`config.mk`:
```
export PLATFORM = sky130hd
export DESIGN_NAME = lutram_pattern_tester
export DESIGN_NICKNAME = d
export VERILOG_FILES = /design/src/rtl/lutram_pattern_tester.sv
export SDC_FILE = /design/constraint.sdc
export NUM_CORES = 1
export LEC_CHECK = 0
export BUFFER_PORTS_ARGS = -buffer_cell sky130_fd_sc_hd__buf_2
export CAP_MARGIN = 0
export CORE_ASPECT_RATIO = 1.75
export CORE_MARGIN = 2
export CORE_UTILIZATION = 39
export CTS_CLUSTER_DIAMETER = 80
export DETAILED_ROUTE_END_ITERATION = 16
export MAX_ROUTING_LAYER = met4
export PLACE_DENSITY = 0.74
export SLEW_MARGIN = 5
export SYNTH_ARGS = -nofsm -noshare
export SYNTH_HDL_FRONTEND = slang
export SYNTH_SLANG_ARGS = --single-unit
export TNS_END_PERCENT = 100
```
`constraint.sdc`:
```
create_clock -name clk -period 1.6 [get_ports clk]
set_input_delay 0.24 -clock clk [delete_from_list [all_inputs] [get_ports clk]]
set_output_delay 0.24 -clock clk [all_outputs]
set_load 0.1 [all_outputs]
```
`src/rtl/lutram_pattern_tester.sv`:
```
// lutram_pattern_tester
// Self-checking sequencer for distributed-RAM primitives. It runs three phases
// over every address: clear, pattern write, then read-back. In the read-back
// phase it compares the single-port and dual-port outputs against the expected
// pattern. The RAM itself is outside this block and is wired to the ram_* ports.
// The tick input throttles stepping, so the RAM write clock stays on clk.
module lutram_pattern_tester #(
   parameter int A_WIDTH      = 5,
   parameter int D_WIDTH      = 1,
   parameter int READ_LATENCY = 0,
   parameter int ERR_WIDTH    = A_WIDTH + 1
) (
   input  logic                 clk,
   input  logic                 rst,
   input  logic                 tick,
   input  logic                 start,
   input  logic [1:0]           mode,
   output logic                 ram_we,
   output logic [A_WIDTH-1:0]   ram_addr,
   output logic [A_WIDTH-1:0]   ram_raddr,
   output logic [D_WIDTH-1:0]   ram_wdata,
   input  logic [D_WIDTH-1:0]   ram_spo,
   input  logic [D_WIDTH-1:0]   ram_dpo,
   output logic                 busy,
   output logic                 done,
   output logic                 pass,
   output logic [ERR_WIDTH-1:0] err_count,
   output logic [A_WIDTH-1:0]   first_err_addr
);

   typedef enum logic [2:0] {
      S_IDLE,
      S_CLEAR,
      S_WRITE,
      S_READ,
      S_DRAIN,
      S_DONE
   } state_t;

   localparam logic [A_WIDTH-1:0]   ADDR_LAST = '1;
   localparam logic [A_WIDTH-1:0]   ADDR_ONE  = {{(A_WIDTH-1){1'b0}}, 1'b1};
   localparam logic [ERR_WIDTH-1:0] ERR_MAX   = '1;
   localparam logic [ERR_WIDTH-1:0] ERR_ONE   = {{(ERR_WIDTH-1){1'b0}}, 1'b1};

   state_t             state;
   logic [A_WIDTH-1:0] addr;
   logic [1:0]         mode_q;
   logic               start_ok;
   logic               addr_last;

   // Read-back pipeline for a registered-output RAM
   logic               rd_valid_q;
   logic [A_WIDTH-1:0] rd_addr_q;

   // Compare stage, valid once per read-back address
   logic               chk_valid;
   logic [A_WIDTH-1:0] chk_addr;
   logic [D_WIDTH-1:0] chk_exp;
   logic               mismatch;

   // Expected data for address a. The address is zero-extended or truncated to
   // D_WIDTH before the mode-specific transform is applied.
   function automatic logic [D_WIDTH-1:0] pat(input logic [1:0] m,
                                              input logic [A_WIDTH-1:0] a);
      logic [D_WIDTH-1:0] a_ext;
      logic [D_WIDTH-1:0] p;
      a_ext = D_WIDTH'(a);
      p     = '0;
      case (m)
         2'd0: p = a_ext;
         2'd1: begin
            for (int i = 0; i < D_WIDTH; i++) p[i] = a[0] ^ i[0];
         end
         2'd2: p = ~a_ext;
         default: p = '1;
      endcase
      return p;
   endfunction

   assign start_ok  = start && (state == S_IDLE || state == S_DONE);
   assign addr_last = (addr == ADDR_LAST);

   // Phase sequencer and address counter. start is accepted whether or not
   // tick is high. Every other step waits for tick.
   // NOTE: state registers use non-blocking assignment so every always_ff
   // samples the pre-edge values, regardless of block ordering.
   always_ff @(posedge clk) begin
      if (rst) begin
         state  <= S_IDLE;
         addr   <= '0;
         mode_q <= 2'd0;
      end else if (start_ok) begin
         state  <= S_CLEAR;
         addr   <= '0;
         mode_q <= mode;
      end else if (tick) begin
         case (state)
            S_CLEAR: begin
               addr <= addr + ADDR_ONE;
               if (addr_last) state <= S_WRITE;
            end
            S_WRITE: begin
               addr <= addr + ADDR_ONE;
               if (addr_last) state <= S_READ;
            end
            S_READ: begin
               addr <= addr + ADDR_ONE;
               if (addr_last) state <= (READ_LATENCY == 1) ? S_DRAIN : S_DONE;
            end
            S_DRAIN: state <= S_DONE;
            default: ;
         endcase
      end
   end

   // Delay the read address and its tick flag by one cycle, to line up with a
   // RAM that has a registered output
   always_ff @(posedge clk) begin
      if (rst || start_ok) begin
         rd_valid_q <= 1'b0;
         rd_addr_q  <= '0;
      end else begin
         rd_valid_q <= tick && (state == S_READ);
         rd_addr_q  <= addr;
      end
   end

   // Select the compare address for the configured read latency. Each address
   // counts as one error at most, however many ports disagree.
   // NOTE: every always_comb output gets a default first, so that no path
   // leaves a value held and no latch is inferred.
   always_comb begin
      chk_valid = 1'b0;
      chk_addr  = '0;
      if (READ_LATENCY == 1) begin
         chk_valid = rd_valid_q;
         chk_addr  = rd_addr_q;
      end else begin
         chk_valid = tick && (state == S_READ);
         chk_addr  = addr;
      end
      chk_exp  = pat(mode_q, chk_addr);
      mismatch = (ram_spo != chk_exp) || (ram_dpo != chk_exp);
   end

   // Saturating error counter. The first failing address is captured only
   // while the count is still zero.
   always_ff @(posedge clk) begin
      if (rst || start_ok) begin
         err_count      <= '0;
         first_err_addr <= '0;
      end else if (chk_valid && mismatch) begin
         if (err_count != ERR_MAX) err_count <= err_count + ERR_ONE;
         if (err_count == '0) first_err_addr <= chk_addr;
      end
   end

   // Write data: zeros while clearing, the pattern while writing, zero otherwise
   always_comb begin
      ram_wdata = '0;
      if (state == S_WRITE) ram_wdata = pat(mode_q, addr);
   end

   assign ram_we    = tick && (state == S_CLEAR || state == S_WRITE);
   assign ram_addr  = addr;
   assign ram_raddr = addr;
   assign busy      = (state == S_CLEAR) || (state == S_WRITE) ||
                      (state == S_READ)  || (state == S_DRAIN);
   assign done      = (state == S_DONE);
   assign pass      = done && (err_count == '0);

endmodule
```
==> metrics.md, run 1 <==
| Metric | Value |
|---|---|
| Status | finished, violations left |
| Failing checks | negative setup slack |
| Mapped Nets | 138 |
| Post-synth EDFFs | 0 |
| CP max stage cell | or4b_4 |
| Relative slew slack | 67.3% |
| H-tree levels | 1 |
| Max Root-Sink Buffers | 2 |
| Final WL | 3170 microns |
| Crit-path max FO | 5 |
| Power density over the cells | 611 mW/mm^2 |
| Switching power share of the total | 28.6% |
| Grt ovf | 0 |
| Max-cap violations | 0 |
| Min-delay src | rst |
| Ys Warns | 0 |
| GRT Util Overall | 19.3% |
| Synth top area share | 36.0% |
| Comb pwr share | 19.4% |
| Final instance area | 0.00182 sq mm |
| Antenna Cells | 0 |
| FF-to-FF path depth | 5 |
| Area of the core | 0.00290 sq mm |
| Sequential share of power | 47.6% |
| Share of cells above drive strength 1 | 60.7% |
| Worst slack at placement | -120 ps |
| Vias post-DR | 1,127 |
| Final #Nets | 191 |
| DP Area | 0.00157 sq mm |
| Worst-margin pin slew | 494 ps |
| Initial Utilization | 40.3% |
| Clock transition at path regs | 80 ps |
| Critical path capture point type | flop |
| CP bufs+invs | 0 |
| Hold Path End | state[0]$_SDFFE_PP0P_ |
| RSZ-0062 raised after global routing | yes |
| Cell count after synthesis | 126 |
| Final worst setup slack | -86.9 ps |
| Routed WL per cell | 15.4 microns |
| Top cell family by delay on the critical path | simple AND/OR/NAND/NOR gates |
| Post-Route Setup TNS | -433 ps |
| Port buffer count | 33 |
| Cell taking the most area after synthesis | dfxtp_1 |
| Pleak | 0.000847 uW |
| FMAX | 593 MHz |
| Post-Synthesis Cell Area | 0.00117 sq mm |
| Worst clock skew | 1.23 ps |
| FF-to-FF Start | mode_q[0]$_SDFFE_PP0P_ |
| Peak supply drop | 0.608 mV |
| Adder-Cell Fraction of Synth Area | 4.29% |
| Simple-Gate Fraction of Synth Area | 25.0% |
| Hold_buf cts | 0 |
| Primary FF master, synth | dfxtp_1 |
| Number of global-route vias before repair | 1,115 |
| Final hold violations | 0 |
| Final HPWL DP | 2190 microns |
| Switch Pwr | 317 uW |
| Hold slack final | 197 ps |
| Post-synthesis sequential area ratio | 36.0% |
| WP data arrival | 1850 ps |
| Pin count of the biggest net entering global routing | 17 |
| Synth Area in XOR/XNOR | 5.25% |
| Post-layout min period | 1690 ps |
| R2R setup slack | -90 ps |
| Post-synthesis mux area share | 8.57% |
| Initial DRC count | 13 |
| Synth area leaders | dfxtp_1, mux2i_1, nor2_1 |
| Period utilization | 105% |
| Slowest stage delay, CP | 530 ps |
| Most frequent cell after synthesis | dfxtp_1 |
| Area fraction in compound gates after synthesis | 12.6% |
| Critical Setup Path Class | reg -> reg |
| First-pass GRT wire length | 4820 microns |
| Capturing point of the worst reg2reg path | first_err_addr[4]$_SDFFE_PP0P_ |
| TritonCTS buffer count | 3 |
| Total iterations of the first detailed-routing run | 4 |
| Clk_lat worst skew | 270 ps |
| Clock Root Buffer | clkbuf_8 |
| Gp weighted congestion | 0.854 |
| Die Wd | 45.4 microns |
| Final setup viols | 9 |
| Clock Sinks | 21 |
| Min-Delay Path Class | in -> reg |
| Hold depth | 2 |
| Max Slew Vio Count | 0 |
| Top cells by count, synth | dfxtp_1, nor2_1, mux2i_1 |
| Crit-path cells | or4b_4 > o211a_4 > o21ai_4 > mux2i_1 > nor2_2 |
| # rows | 26 |
| Avg Inst Size Synth | 9.26 sq um |
| DRC | 0 |
| Largest family of logic cells by synthesized area | simple AND/OR/NAND/NOR gates |
| Chip height | 76.4 microns |
| Internal | 793 uW |
| Top Ports | 34 |
| CTS tree | yes |
| Die area | 0.00346 sq mm |
| Clk pwr share | 33.0% |
| Antenna Nets Post-Route | 0 |
| Initial antenna violation count | 0 |
| Netlist cell types | 38 |
| Critical Path Start Type | flop |
| Asr flop ratio synth | 0% |
| Synth Register Bits | 21 |
| WP data required | 1770 ps |
| Via density | 5.47 |
| Area Growth Syn to Fin | 55.5% |
## power by group through the flow
stage | combinational (uW) | sequential (uW) | clock, uW
global route | 224 | 530 | 387
detailed placement | 174 | 549 | 0
CTS | 194 | 534 | 369
global placement | 170 | 548 | 0
finish | 215 | 528 | 366
floorplan | 118 | 549 | 0
## final cells by class
| class | instances | area, sq um |
|---|---|---|
| multi-input cells | 91 | 791 |
| well taps | 28 | 35.0 |
| fillers | 239 | 1080 |
| flip-flops and latches | 21 | 458 |
| clock buffers | 4 | 45.0 |
| repair buffers | 59 | 475 |
| inverters | 3 | 11.3 |
## per-layer routing
metal | vias to the layer above | global-route usage, % | wire (microns)
li1 | 541 | - | -
met1 | 521 | 16.9 | 1050
met2 | 53 | 34.6 | 1840
met3 | 12 | 4.27 | 165
met4 | 0 | 11.5 | 110
met5 | - | - | 0
## layout by cell type, fill, tap and decap left out, types with 2 or more instances in the layout
cell,count
clkbuf_8,3
inv_1,3
nand2_1,2
and3_1,4
a21oi_1,5
ha_1,2
xnor2_1,2
dfxtp_4,7
a21boi_4,2
dfxtp_2,9
nor2_1,13
buf_12,7
dfxtp_1,5
mux2i_1,10
xor2_1,4
buf_6,4
nor2_2,5
buf_4,20
buf_2,28
or3_1,3
nor2_4,3
o21ai_4,2
nand3_1,2
and4b_1,2
o21ai_1,3
and3_4,2
## kinds of logic (layout without fill, tap and decap cells)
| logic type | count (synthesis) | after routing |
|---|---|---|
| flip-flops | 21 | 21 |
| AO/OA/AOI/OAI | 20 | 20 |
| buffers and inverters | 14 | 66 |
| multiplexers | 10 | 10 |
| XOR/XNOR | 7 | 7 |
| adder cells (fa/ha/maj) | 4 | 4 |
| AND/OR/NAND/NOR | 50 | 50 |
## how the worst max path moves through the flow
stage                           start                             end  cells past startpoint
2_1_floorplan   state[2]$_SDFFE_PP0P_                            pass                      4
3_5_place_dp                  ram_spo  first_err_addr[4]$_SDFFE_PP0P_                      6
4_1_cts        mode_q[0]$_SDFFE_PP0P_  first_err_addr[4]$_SDFFE_PP0P_                      5
3_3_place_gp                  ram_spo  first_err_addr[3]$_SDFFE_PP0P_                      6
5_1_grt        mode_q[0]$_SDFFE_PP0P_  first_err_addr[0]$_SDFFE_PP0P_                      5
6_report       mode_q[0]$_SDFFE_PP0P_  first_err_addr[4]$_SDFFE_PP0P_                      5
## through the flow
stage	total power (uW)	cells	utilization, %
final	1110	206	62.7
after global routing	1140	206	62.7
after CTS	1100	195	58.6
after detailed placement	723	187	54.2
after global placement	718	187	54.2
after floorplan	667	126	-
## repair_timing
item                                   4_1_cts  5_1_grt
endpoints found under the hold margin        0        0
pin swaps                                    5       11
setup buffers                                4       11
setup endpoints to repair                   15       15
gates resized for setup                     13       14
## sequential cells by signal, indices dropped and copies added (netlist names)
name,cells
err_count,6
first_err_addr,5
ram_addr,5
state,3
mode_q,2
No activity file was read; power rests on OpenSTA's default activity.
==> inputs of run 2 (changes only) <==
- BUFFER_PORTS_ARGS: -buffer_cell sky130_fd_sc_hd__buf_2 -> -buffer_cell sky130_fd_sc_hd__buf_4
==> metrics.md, run 2 (synthesized netlist as in run 1, its figures left out) <==
| Metric | Value |
|---|---|
| R2R setup slack | -80 ps (about the same) |
| Final setup viols | 8 (-1) |
| Clock transition at path regs | 80 ps (about the same) |
| Final Non-Filler Cells | 198 (-3.9%) |
| FF-to-FF path depth | 5 (unchanged) |
| H-tree levels | 1 (unchanged) |
| Initial antenna violation count | 0 (unchanged) |
| Overall power | 1070 uW (-3.7%) |
| Max Root-Sink Buffers | 2 (unchanged) |
| Die Wd | 45.4 microns (unchanged) |
| Met2 usage | 33.7% (-0.86 points) |
| Vias post-DR | 1,063 (-5.7%) |
| Period utilization | 105% (-0.40 points) |
| Pin count of the biggest net entering global routing | 13 (-4) |
| Crit-path cells | or4b_4 > o211a_4 > o21ai_4 > mux2i_1 > nor2_2 |
| Switching power share of the total | 27.7% (-0.90 points) |
| Antenna Nets Post-Route | 0 (unchanged) |
| Most Crowded Layer GR | met2 |
| Initial DRC count | 29 (+16) |
| Clk_lat worst skew | 260 ps (about the same) |
| Crit. Startpoint | mode_q[0]$_SDFFE_PP0P_ |
| Peak supply drop | 0.501 mV (-18%) |
| Initial Utilization | 40.3% (unchanged) |
| Area of the core | 0.00290 sq mm (unchanged) |
| Failing checks | negative setup slack |
| Global Route met1 Usage | 19.0% (+2.0 points) |
| Slowest stage delay, CP | 510 ps (-20 ps) |
| Port buffer count | 33 (unchanged) |
| Final HPWL DP | 2150 microns (-1.5%) |
| Min-Delay Path Class | in -> reg |
| Capturing point of the worst reg2reg path | first_err_addr[3]$_SDFFE_PP0P_ |
| DRC | 0 (unchanged) |
| Cell count after placement | 188 (+0.53%) |
| Fillers | 261 (+9.2%) |
| Largest register FFs | 6 (unchanged) |
| Most frequent cells in the layout | buf_4, nor2_1, mux2i_1 |
| WP data arrival | 1840 ps (about the same) |
| Worst clock skew | 3.64 ps (+2.41 ps) |
| Gp weighted congestion | 0.812 (-5.0%) |
| Antenna Cells | 0 (unchanged) |
| Max-cap violations | 0 (unchanged) |
| Final WL | 2870 microns (-9.3%) |
| Total iterations of the first detailed-routing run | 4 (unchanged) |
| Clock Sinks | 21 (unchanged) |
| Commonest non-fill, non-tap cell in the layout | buf_4 |
| Clk pwr share | 33.1% (about the same) |
| Crit-path max FO | 5 (unchanged) |
| Worst-margin pin slew | 345 ps (-150 ps) |
| FF/Latch Area | 454 sq um (-0.82%) |
| Chip height | 76.4 microns (unchanged) |
| Status | finished, violations left |
| CP max stage cell | or4b_4 |
| Final worst setup slack | -80.6 ps (+6.33 ps) |
| Die area | 0.00346 sq mm (unchanged) |
| Number of global-route vias before repair | 1,094 (-1.9%) |
| FMAX | 595 MHz (+0.38%) |
| Critical path capture point type | flop |
| Multi-input gate area | 758 sq um (-4.1%) |
| Critical Path Start Type | flop |
| CTS tree | yes |
| Pleak | 0.000786 uW (-7.2%) |
| FF-to-FF Start | mode_q[0]$_SDFFE_PP0P_ |
| Met3 usage | 3.32% (-0.95 points) |
| Critical Setup Path Class | reg -> reg |
| Top reg by flops | err_count |
| Clock Root Buffer | clkbuf_8 |
| Area Growth Syn to Fin | 48.0% |
| Grt ovf | 0 (unchanged) |
| First-pass GRT wire length | 4800 microns (-0.29%) |
| GRT Util Overall | 18.7% (-0.63 points) |
| Post-layout min period | 1680 ps (-6.33 ps) |
| Max Slew Vio Count | 0 (unchanged) |
| Share of cells above drive strength 1 | 55.3% (-5.4 points) |
| Top Ports | 34 (unchanged) |
| Routed WL per cell | 14.5 microns (-5.7%) |
| RSZ-0062 raised after global routing | yes |
| Sequential share of power | 49.6% (+2.0 points) |
| Final #Nets | 183 (-4.2%) |
| Final hold violations | 0 (unchanged) |
| Relative slew slack | 76.8% (+9.6 points) |
| Via density | 5.37 (-1.9%) |
| Internal | 773 uW (-2.4%) |
| TritonCTS buffer count | 3 (unchanged) |
| WP data required | 1760 ps (about the same) |
| Setup crit end | first_err_addr[3]$_SDFFE_PP0P_ |
| Power density over the cells | 619 mW/mm^2 (+1.2%) |
| # rows | 26 (unchanged) |
| Switch Pwr | 296 uW (-6.7%) |
| Comb pwr share | 17.3% (-2.1 points) |
[run 2: changes by cell type in the layout (fill, tap and decap cells not counted), sizes merged]
cell,delta
buf,-8
[run 2: cell type report]
| cell class | instances | area share (%) |
|---|---|---|
| multi-input combinational | 91 | 43.9 |
| sequential | 21 | 26.3 |
| timing repair buffer | 51 | 24.5 |
| clock buffer | 4 | 2.61 |
| tap | 28 | 2.03 |
| inverter | 3 | 0.652 |
[run 2: worst min path at each step]
stage	startpoint	endpoint	slack, ps	cells past startpoint
finish	rst	state[0]$_SDFFE_PP0P_	170	2
global route	rst	mode_q[1]$_SDFFE_PP0P_	160	2
CTS	rst	state[0]$_SDFFE_PP0P_	160	2
detailed placement	rst	state[0]$_SDFFE_PP0P_	440	2
global placement	rst	state[0]$_SDFFE_PP0P_	430	2
floorplan	rst	state[0]$_SDFFE_PP0P_	300	1
[run 2: worst max-delay path, delay by kind of cell, from the launching register on]
| family | cells | cell delay (ps) |
|---|---|---|
| mux | 1 | 260 |
| compound gates | 2 | 430 |
| simple gates | 2 | 560 |
| flops | 1 | 320 |
[run 2: what timing repair did]
item                       in CTS  in global routing
resized for setup              17                  4
pin swaps                       2                 11
hold buffers                    0                  0
buffers inserted                1                  5
setup endpoints to repair      12                 15
[run 2: per-stage QoR]
stage | setup slack, ps | setup TNS [ps] | hold WS [ps] | instance area (sq um) | utilization [%]
after global routing | -142 | -1270 | 160 | 1730 | 59.7
after detailed placement | -88.4 | -590 | 442 | 1560 | 53.8
after floorplan | -149 | -376 | 302 | 1290 | -
final | -80.6 | -445 | 167 | 1730 | 59.7
after CTS | -62.9 | -360 | 159 | 1690 | 58.2
after global placement | -78.7 | -438 | 434 | 1560 | 53.8
[run 2: power groups by stage]
stage	logic (uW)	clock network (uW)	registers, uW
global route	194	380	532
global placement	161	0	547
detailed placement	164	0	548
CTS	175	362	536
finish	184	354	530
floorplan	118	0	549
[run 2: metal layers]
metal  up-vias  wire (microns)
li1        523               -
met1       499            1060
met2        37            1640
met3         4             139
met4         0              27
met5         -               0
